### src/rtl/des_key_sched.sv
// des_key_sched: iterative DES/3DES key schedule producing K1..K16 (or K16..K1) one per handshake.
//
// Ports:
//   clk          system clock, all state updates on the rising edge
//   rst_n        synchronous active-low reset
//   key_in       64-bit DES key including parity bits (FIPS bits 8,16,..,64)
//   key_load     one-cycle strobe: latch key_in/decrypt and start a schedule (aborts a running one)
//   decrypt      0 = K1..K16 order, 1 = K16..K1 order, sampled with key_load
//   busy         high while a schedule is being emitted
//   sk_valid     subkey is valid
//   sk_ready     consumer accepts the subkey
//   subkey       registered 48-bit PC-2 output, zero when sk_valid is low
//   sk_index     FIPS subkey index minus 1 (0 = K1 .. 15 = K16)
//   done         one-cycle pulse after the last subkey is accepted
//   key_par_err  byte odd-parity violation of the loaded key
//
// Build option: define DES_KS_PARITY_EN to enable the key parity checker;
// otherwise key_par_err is tied low and no parity logic exists.
module des_key_sched #(
    parameter int NROUNDS = 16
) (
    input  logic        clk,
    input  logic        rst_n,
    input  logic [63:0] key_in,
    input  logic        key_load,
    input  logic        decrypt,
    output logic        busy,
    output logic        sk_valid,
    input  logic        sk_ready,
    output logic [47:0] subkey,
    output logic [3:0]  sk_index,
    output logic        done,
    output logic        key_par_err
);

    typedef enum logic {IDLE, GEN} state_t;

    localparam logic [3:0] LAST = 4'(NROUNDS - 1);

    localparam int PC1_T [56] = '{
        57, 49, 41, 33, 25, 17,  9,
         1, 58, 50, 42, 34, 26, 18,
        10,  2, 59, 51, 43, 35, 27,
        19, 11,  3, 60, 52, 44, 36,
        63, 55, 47, 39, 31, 23, 15,
         7, 62, 54, 46, 38, 30, 22,
        14,  6, 61, 53, 45, 37, 29,
        21, 13,  5, 28, 20, 12,  4
    };

    localparam int PC2_T [48] = '{
        14, 17, 11, 24,  1,  5,
         3, 28, 15,  6, 21, 10,
        23, 19, 12,  4, 26,  8,
        16,  7, 27, 20, 13,  2,
        41, 52, 31, 37, 47, 55,
        30, 40, 51, 45, 33, 48,
        44, 49, 39, 56, 34, 53,
        46, 42, 50, 36, 29, 32
    };

    // FIPS bit n of a W-bit vector lives at vector bit W-n
    function automatic logic [55:0] pc1(input logic [63:0] k);
        logic [55:0] r;
        logic [5:0]  dst;
        logic [5:0]  src;
        r = '0;
        for (int n = 0; n < 56; n++) begin
            dst    = 6'(55 - n);
            src    = 6'(64 - PC1_T[n]);
            r[dst] = k[src];
        end
        return r;
    endfunction

    function automatic logic [47:0] pc2(input logic [55:0] cd);
        logic [47:0] r;
        logic [5:0]  dst;
        logic [5:0]  src;
        r = '0;
        for (int n = 0; n < 48; n++) begin
            dst    = 6'(47 - n);
            src    = 6'(56 - PC2_T[n]);
            r[dst] = cd[src];
        end
        return r;
    endfunction

    function automatic logic [27:0] rotl(input logic [27:0] x, input logic two);
        return two ? {x[25:0], x[27:26]} : {x[26:0], x[27]};
    endfunction

    function automatic logic [27:0] rotr(input logic [27:0] x, input logic two);
        return two ? {x[1:0], x[27:2]} : {x[0], x[27:1]};
    endfunction

    // shift schedule s[i], i = 1..16: single shift at rounds 1, 2, 9 and 16
    function automatic logic dbl(input logic [4:0] i);
        return !(i == 5'd1 || i == 5'd2 || i == 5'd9 || i == 5'd16);
    endfunction

    state_t      state_q, state_d;
    logic [27:0] c_q, c_d, d_q, d_d;
    logic [3:0]  idx_q, idx_d;
    logic        dec_q, dec_d;
    logic        done_q, done_d;
    logic [47:0] subkey_q, subkey_d;
    logic [55:0] pc1_v;
    logic [27:0] c_ld, d_ld;
    logic [4:0]  sh_i;
    logic        two, hs, last;

    always_comb begin
        pc1_v    = pc1(key_in);
        c_ld     = pc1_v[55:28];
        d_ld     = pc1_v[27:0];
        hs       = (state_q == GEN) & sk_ready;
        last     = dec_q ? (idx_q == 4'd0) : (idx_q == LAST);
        // encrypt moves to round i+1 using s[i+1]; decrypt undoes round i using s[i]
        sh_i     = {1'b0, idx_q} + (dec_q ? 5'd1 : 5'd2);
        two      = dbl(sh_i);
        state_d  = state_q;
        c_d      = c_q;
        d_d      = d_q;
        idx_d    = idx_q;
        dec_d    = dec_q;
        done_d   = 1'b0;
        if (key_load) begin
            // decrypt starts from C0/D0, which equals C16/D16 since total rotation is 28
            state_d = GEN;
            dec_d   = decrypt;
            c_d     = decrypt ? c_ld : rotl(c_ld, 1'b0);
            d_d     = decrypt ? d_ld : rotl(d_ld, 1'b0);
            idx_d   = decrypt ? LAST : 4'd0;
        end else if (hs && last) begin
            state_d = IDLE;
            c_d     = '0;
            d_d     = '0;
            idx_d   = '0;
            done_d  = 1'b1;
        end else if (hs) begin
            c_d   = dec_q ? rotr(c_q, two) : rotl(c_q, two);
            d_d   = dec_q ? rotr(d_q, two) : rotl(d_q, two);
            idx_d = dec_q ? idx_q - 4'd1 : idx_q + 4'd1;
        end
        subkey_d = (state_d == GEN) ? pc2({c_d, d_d}) : '0;
    end

    always_ff @(posedge clk) begin
        if (!rst_n) begin
            state_q  <= IDLE;
            c_q      <= '0;
            d_q      <= '0;
            idx_q    <= '0;
            dec_q    <= 1'b0;
            done_q   <= 1'b0;
            subkey_q <= '0;
        end else begin
            state_q  <= state_d;
            c_q      <= c_d;
            d_q      <= d_d;
            idx_q    <= idx_d;
            dec_q    <= dec_d;
            done_q   <= done_d;
            subkey_q <= subkey_d;
        end
    end

    assign sk_valid = (state_q == GEN);
    assign busy     = (state_q == GEN);
    assign subkey   = subkey_q;
    assign sk_index = idx_q;
    assign done     = done_q;

`ifdef DES_KS_PARITY_EN
    logic par_q, par_d, byte_err;

    always_comb begin
        byte_err = 1'b0;
        for (int b = 0; b < 8; b++) byte_err = byte_err | ~(^key_in[8*b +: 8]);
        par_d = key_load ? byte_err : par_q;
    end

    always_ff @(posedge clk) begin
        if (!rst_n) par_q <= 1'b0;
        else par_q <= par_d;
    end

    assign key_par_err = par_q;
`else
    assign key_par_err = 1'b0;
`endif

endmodule

### config.mk
export PLATFORM = sky130hd
export DESIGN_NAME = des_key_sched
export DESIGN_NICKNAME = d
export VERILOG_FILES = /design/src/rtl/des_key_sched.sv
export SDC_FILE = /design/constraint.sdc
export NUM_CORES = 1
export LEC_CHECK = 0
export CORE_MARGIN = 2
export CORE_UTILIZATION = 48
export CTS_CLUSTER_DIAMETER = 80
export DETAILED_ROUTE_END_ITERATION = 10
export PLACE_DENSITY = 0.74
export SLEW_MARGIN = 10
export SYNTH_ARGS = -nofsm -noshare
export SYNTH_HDL_FRONTEND = slang
export SYNTH_SLANG_ARGS = --single-unit
### constraint.sdc
create_clock -name clk -period 3.8 [get_ports clk]
set_clock_uncertainty 0.05 [all_clocks]
set_input_delay 0.38 -clock clk [delete_from_list [all_inputs] [get_ports clk]]
set_output_delay 0.38 -clock clk [all_outputs]
set_load 0.005 [all_outputs]
# Word level (Yosys, flattened, before mapping)

Cells that the tools add are included.

Bits in latches: 0
Flip-flop bits (word level): 111
Memory bits (read-only): 0
Memories: 0
Memory bits (writable): 0

Add/subtract/negate cells: 3
Bitwise logic cells: 2
Shift operators: 0
Eq/ne operators: 5
Div/mod/pow operators: 0
Muxes and demuxes: 24
Reduce and logical (&&, ||, !) cells: 8
Multipliers: 0
$lt $le $gt $ge: 0

Operator list:

| operator            | count |
|---|---|
| $mux 28             | 14 |
| $mux 4              | 5 |
| $add 4x2->5         | 1 |
| $eq 5x1->1 const B  | 1 |
| $eq 5x2->1 const B  | 1 |
| $eq 5x4->1 const B  | 1 |
| $eq 5x5->1 const B  | 1 |
| $add 4x1->4 const B | 1 |
| $eq 4x4->1 const B  | 1 |
| $logic_not 4->1     | 1 |
| $mux 1              | 4 |
| $sub 4x1->4 const B | 1 |
| $logic_or 1x1->1    | 3 |
| $reduce_bool 3->1   | 1 |
| $mux 2              | 1 |
| $reduce_and 2->1    | 1 |
| $reduce_or 2->1     | 1 |
| $and 1x1->1         | 1 |
| $logic_and 1x1->1   | 1 |
| $not 1->1           | 1 |

# Longest topological paths before layout

Depth after elaboration: 11
Gate-level depth with buffers: 13
Mapped depth without buffers: 9

# Worst setup path before layout

OpenSTA, ideal clock, no wires.

Path type: register -> register
Start point: reg dec_q
End point: reg d_q[5]
Required time: 3,622 ps
Buffers on the path: 4
Arrival time: 3,412 ps
Cell stages (with the launch flop): 13
Setup slack: 210 ps
Cells stage by stage: dfxtp_1 > clkbuf_1 > inv_1 > clkbuf_1 > buf_1 > ha_1 > a211o_1 > o22a_1 > o211ai_4 > buf_12 > mux4_2 > a21oi_1 > nor2_1

Longest elaborated chain between the ends: 11
Elaborated cells between the ends (all ways): 17
Those cells by class: add/sub (1); eq/ne (4); mux (8); reduce/logical (4)

RTL lines:

| what                                            | RTL line | text |
|---|---|---|
| start: declaration                              | 105      | `logic dec_q, dec_d;` |
| start signal: assignment                        | 155      | `dec_q <= 1'b0;` |
| start signal: assignment                        | 163      | `dec_q <= dec_d;` |
| $mux 2                                          | 120      | `sh_i = {1'b0, idx_q} + (dec_q ? 5'd1 : 5'd2);` |
| $add 4x2->5                                     | 120      |  |
| $eq 5x1->1 / $eq 5x2->1 (equally long branches) | 99       | `return !(i == 5'd1 \|\| i == 5'd2 \|\| i == 5'd9 \|\| i == 5'd16);` |
| $logic_or 1x1->1 (3 in a row)                   | 99       |  |
| $mux 28 (on tied branches)                      | 90, 94   |  |
| $mux 28                                         | 143      | `d_d = dec_q ? rotr(d_q, two) : rotl(d_q, two);` |
| $mux 28                                         | 141      | `end else if (hs) begin` |
| $mux 28 (*)                                     | 135      | `end else if (hs && last) begin` |
| $mux 28 (*)                                     | 128      | `if (key_load) begin` |
| end signal: assignment                          | 153      | `d_q <= '0;` |
| end signal: assignment                          | 161      | `d_q <= d_d;` |
| end: declaration                                | 103      | `logic [27:0] c_q, c_d, d_q, d_d;` |

Every way passes the cells marked *; elsewhere a longest branch is shown, timed or not. The select of a mux whose other input is x is not followed.
A chain may end at the register's enable or synchronous reset.

# Worst setup path in the final report

Start point: reg idx_q[0], in the netlist sk_index[0]
End point: reg subkey_q[16], in the netlist subkey[16]

Longest elaborated chain between the ends: 10
Elaborated cells between the ends (all ways): 21
Those cells by class: add/sub (1); eq/ne (5); mux (9); reduce/logical (6)

RTL lines:

| what                                            | RTL line | text |
|---|---|---|
| start: declaration                              | 104      | `logic [3:0] idx_q, idx_d;` |
| start signal: assignment                        | 162      | `idx_q <= idx_d;` |
| $add 4x2->5                                     | 120      |  |
| $eq 5x1->1 / $eq 5x2->1 (equally long branches) | 99       |  |
| $logic_or 1x1->1 (3 in a row)                   | 99       |  |
| $mux 28 (on tied branches)                      | 90, 94   |  |
| $mux 28                                         | 143      |  |
| $mux 28                                         | 141      |  |
| $mux 28                                         | 135      |  |
| $mux 28                                         | 128      |  |
| end signal: assignment                          | 165      | `subkey_q <= subkey_d;` |
| end: declaration                                | 107      | `logic [47:0] subkey_q, subkey_d;` |

Parallel ways exist; a longest one is shown, timed or not. The select of a mux whose other input is x is not followed.

==> reports/metrics.yaml <==
outcome: "finished, final reports clean"
antenna_found_initial: 0
yosys_warnings: 0
via_per_inst: 6.32
critPathMaxStageDelay_ps: 670
grt_pass1_wl_mm: 35.4
synth_top_cell_by_area: "dfxtp_1"
ioPinCount: 125
numCtsBuffers: 9
final_cell_mix: "nand2_1 (116), clkdlybuf4s50_1 (113), dfxtp_1 (111)"
holdPathEnd: "c_q[12]"
ys_top_cells_by_area: "dfxtp_1 (32%), mux2i_1 (8.1%), nand2_1 (6.3%), nor2_1 (5.7%), a21oi_1 (5.1%)"
antenna_left: 0
drive_gt1_share_pct: 14.1
leakagePower_nw: 3.32
cts_tree: "built"
post-route-util_pct: 61.6
final_common_cell: "nand2_1"
synth.cell_area_um2: 6910
core-area_um2: 14000
finalCritPeriodShare_pct: 94.2
insertedDiodeCount: 0
cts_resized: 0
r2r-start: "sk_index[0]"
vdd.ir_drop.worst_v: 0.000263
htree_num_levels: 3
ys_types: 74
firstDrtPassIters: 5
syn_to_final_growth_pct: 24.7
vias: 7077
die_h_um: 124
std_cell_rows: 43
ys_seq_area_share_pct: 32.2
max_freq_mhz: 279
die_x_um: 124
post_drt_wl_per_cell_um: 20.4
cts_root_buf: "clkbuf_16"
ys_ff_latch: 111
worstPathArrival_ps: 3770
tightest_slew_ps: 1020
cp.required_ps: 3990
cp_cell_sequence: "ha_1, inv_1, fa_1, a211o_1, o22a_1, o211ai_4, buf_12, mux4_2, a21oi_1, nor2_1"
relSlewSlack_pct: 31.9
cp_max_fo: 21
setup_viol: 0
hold_depth: 2
syn_area_per_cell_um2: 8.28
start_util_pct: 49.4
r2r_end: "subkey[16]"
ctsLongestPathBuffers: 2
final_max_slew_viol_count: 0
endpoint_kind: "flop"
cts_hold_buf: 0
die_area_um2: 15400
min_from: "c_q[14]"
final.setup.tns_ps: 0
grt_pass1_vias: 6841
grt_setup_unrepaired: "false"
portBuffers: 115
max_cap_violations: 0
drc: 0
start_kind: "flop"
cellPowerDensity_nw_per_um2: 382
wl_mm: 22.8
grt_use_total_pct: 30.1
synthFlopType: "dfxtp_1"
dp_hpwl_mm: 15.3
insertion_delay_ps: 370
critPathKind: "reg -> reg"
worst-r2r-setup-slack_ps: 220
hold_class: "reg -> reg"
syn_nets: 909
fin_nets: 1010
fin_crit_ps: 3580
yosys.area.top_type_share_pct: 32.2
rr_worst_depth: 10
path_clk_slew_ps: 70
place.gp.congestion: 0.882
hold_violations: 0
first_iter_violations: 846
gr-total-overflow: 0
grt_max_degree: 72
cts_setup_buffers: 0
ys_async_sr_fraction_pct: 0
cpMaxStageDelayCell: "o211ai_4"
netlist_instances: 834
synth_edf_count: 0
clock_sinks: 111
Yosys cell counts (all sizes together) (4+ instances only):
| cell | n |
|---|---|
| o21a | 15 |
| clkbuf | 47 |
| a211o | 6 |
| o31ai | 4 |
| a21oi | 71 |
| a221oi | 7 |
| a31o | 19 |
| dfxtp | 111 |
| inv | 11 |
| nor3 | 8 |
| o21bai | 4 |
| a31oi | 6 |
| mux2 | 26 |
| ha | 4 |
| nand3 | 14 |
| o211ai | 7 |
| a311oi | 4 |
| mux4 | 13 |
| nor2 | 104 |
| and2 | 22 |
| buf | 24 |
| nand2 | 116 |
| and3 | 10 |
| o22ai | 7 |
| o21ai | 23 |
| a211oi | 23 |
| nor4 | 11 |
| mux2i | 57 |
| a2111oi | 6 |
worst max-delay path: cells and delay by family (launching register included):
family | cells | cell delay, ps
multiplexers | 1 | 500
AO/OA/AOI/OAI | 4 | 1470
adder cells (fa/ha/maj) | 2 | 710
flip-flops | 1 | 330
AND/OR/NAND/NOR | 1 | 60
buffers and inverters | 2 | 320
layout make-up:
type / instances / area (um2)
fillers: 1243 / 5370
multi-input cells: 639 / 4290
flip-flops and latches: 111 / 2220
repair buffers: 161 / 1520
clock buffers: 12 / 256
well taps: 180 / 225
clock inverters: 4 / 52.6
inverters: 13 / 48.8
through the flow:
stage                     hold slack, ps  cell area (um2)  power [W]  setup WS, ps  std cells
after floorplan                      450             6910    0.00195           210        834
after global placement               498             8310    0.00228           290       1104
after detailed placement             500             8310    0.00229           231       1104
after CTS                            510             8620    0.00328           219       1120
after global routing                 564             8620    0.00342          36.6       1120
final                                537             8620    0.00329           221       1120
logic make-up after synthesis:
| group | synth area share, % |
|---|---|
| and+or+nand+nor | 19.2 |
| AOI/OAI and AO/OA | 24.2 |
| DFF | 32.2 |
| muxes | 16.8 |
| buffers and inverters | 5.85 |
| adders and majority gates | 1.30 |
| xor gates and xnor gates | 0.380 |
| other | 0.0543 |
power by group:
| part | internal (W) | switching [W] | leakage (nW) |
|---|---|---|---|
| Sequential | 0.00125 | 0.0000795 | 0.914 |
| Clock | 0.000551 | 0.000455 | 0.153 |
| Combinational | 0.000444 | 0.000515 | 2.25 |
| Total | 0.00224 | 0.00105 | 3.32 |
registers in the layout, indices dropped and copies added, names as in the netlist:
signal and count:
busy 1, c_q 28, done 1, sk_index 4, d_q 28, subkey 48, dec_q 1
routing by layer:
layer / routed length, um / global-route usage [%]
met1: 9170 / 38.7
met2: 10500 / 47.3
met3: 2260 / 6.96
met4: 937 / 15.5
met5: 0 / 0
worst max-delay path by stage:
stage,start,cells after the start,endpoint,slack [ps]
floorplan,dec_q,12,d_q[5],210
global placement,dec_q,10,subkey[16],290
detailed placement,sk_index[0],10,d_q[16],230
CTS,sk_index[0],10,subkey[16],220
global route,dec_q,10,subkey[16],40
finish,sk_index[0],10,subkey[16],220
Power figures use the tool's default switching activity.
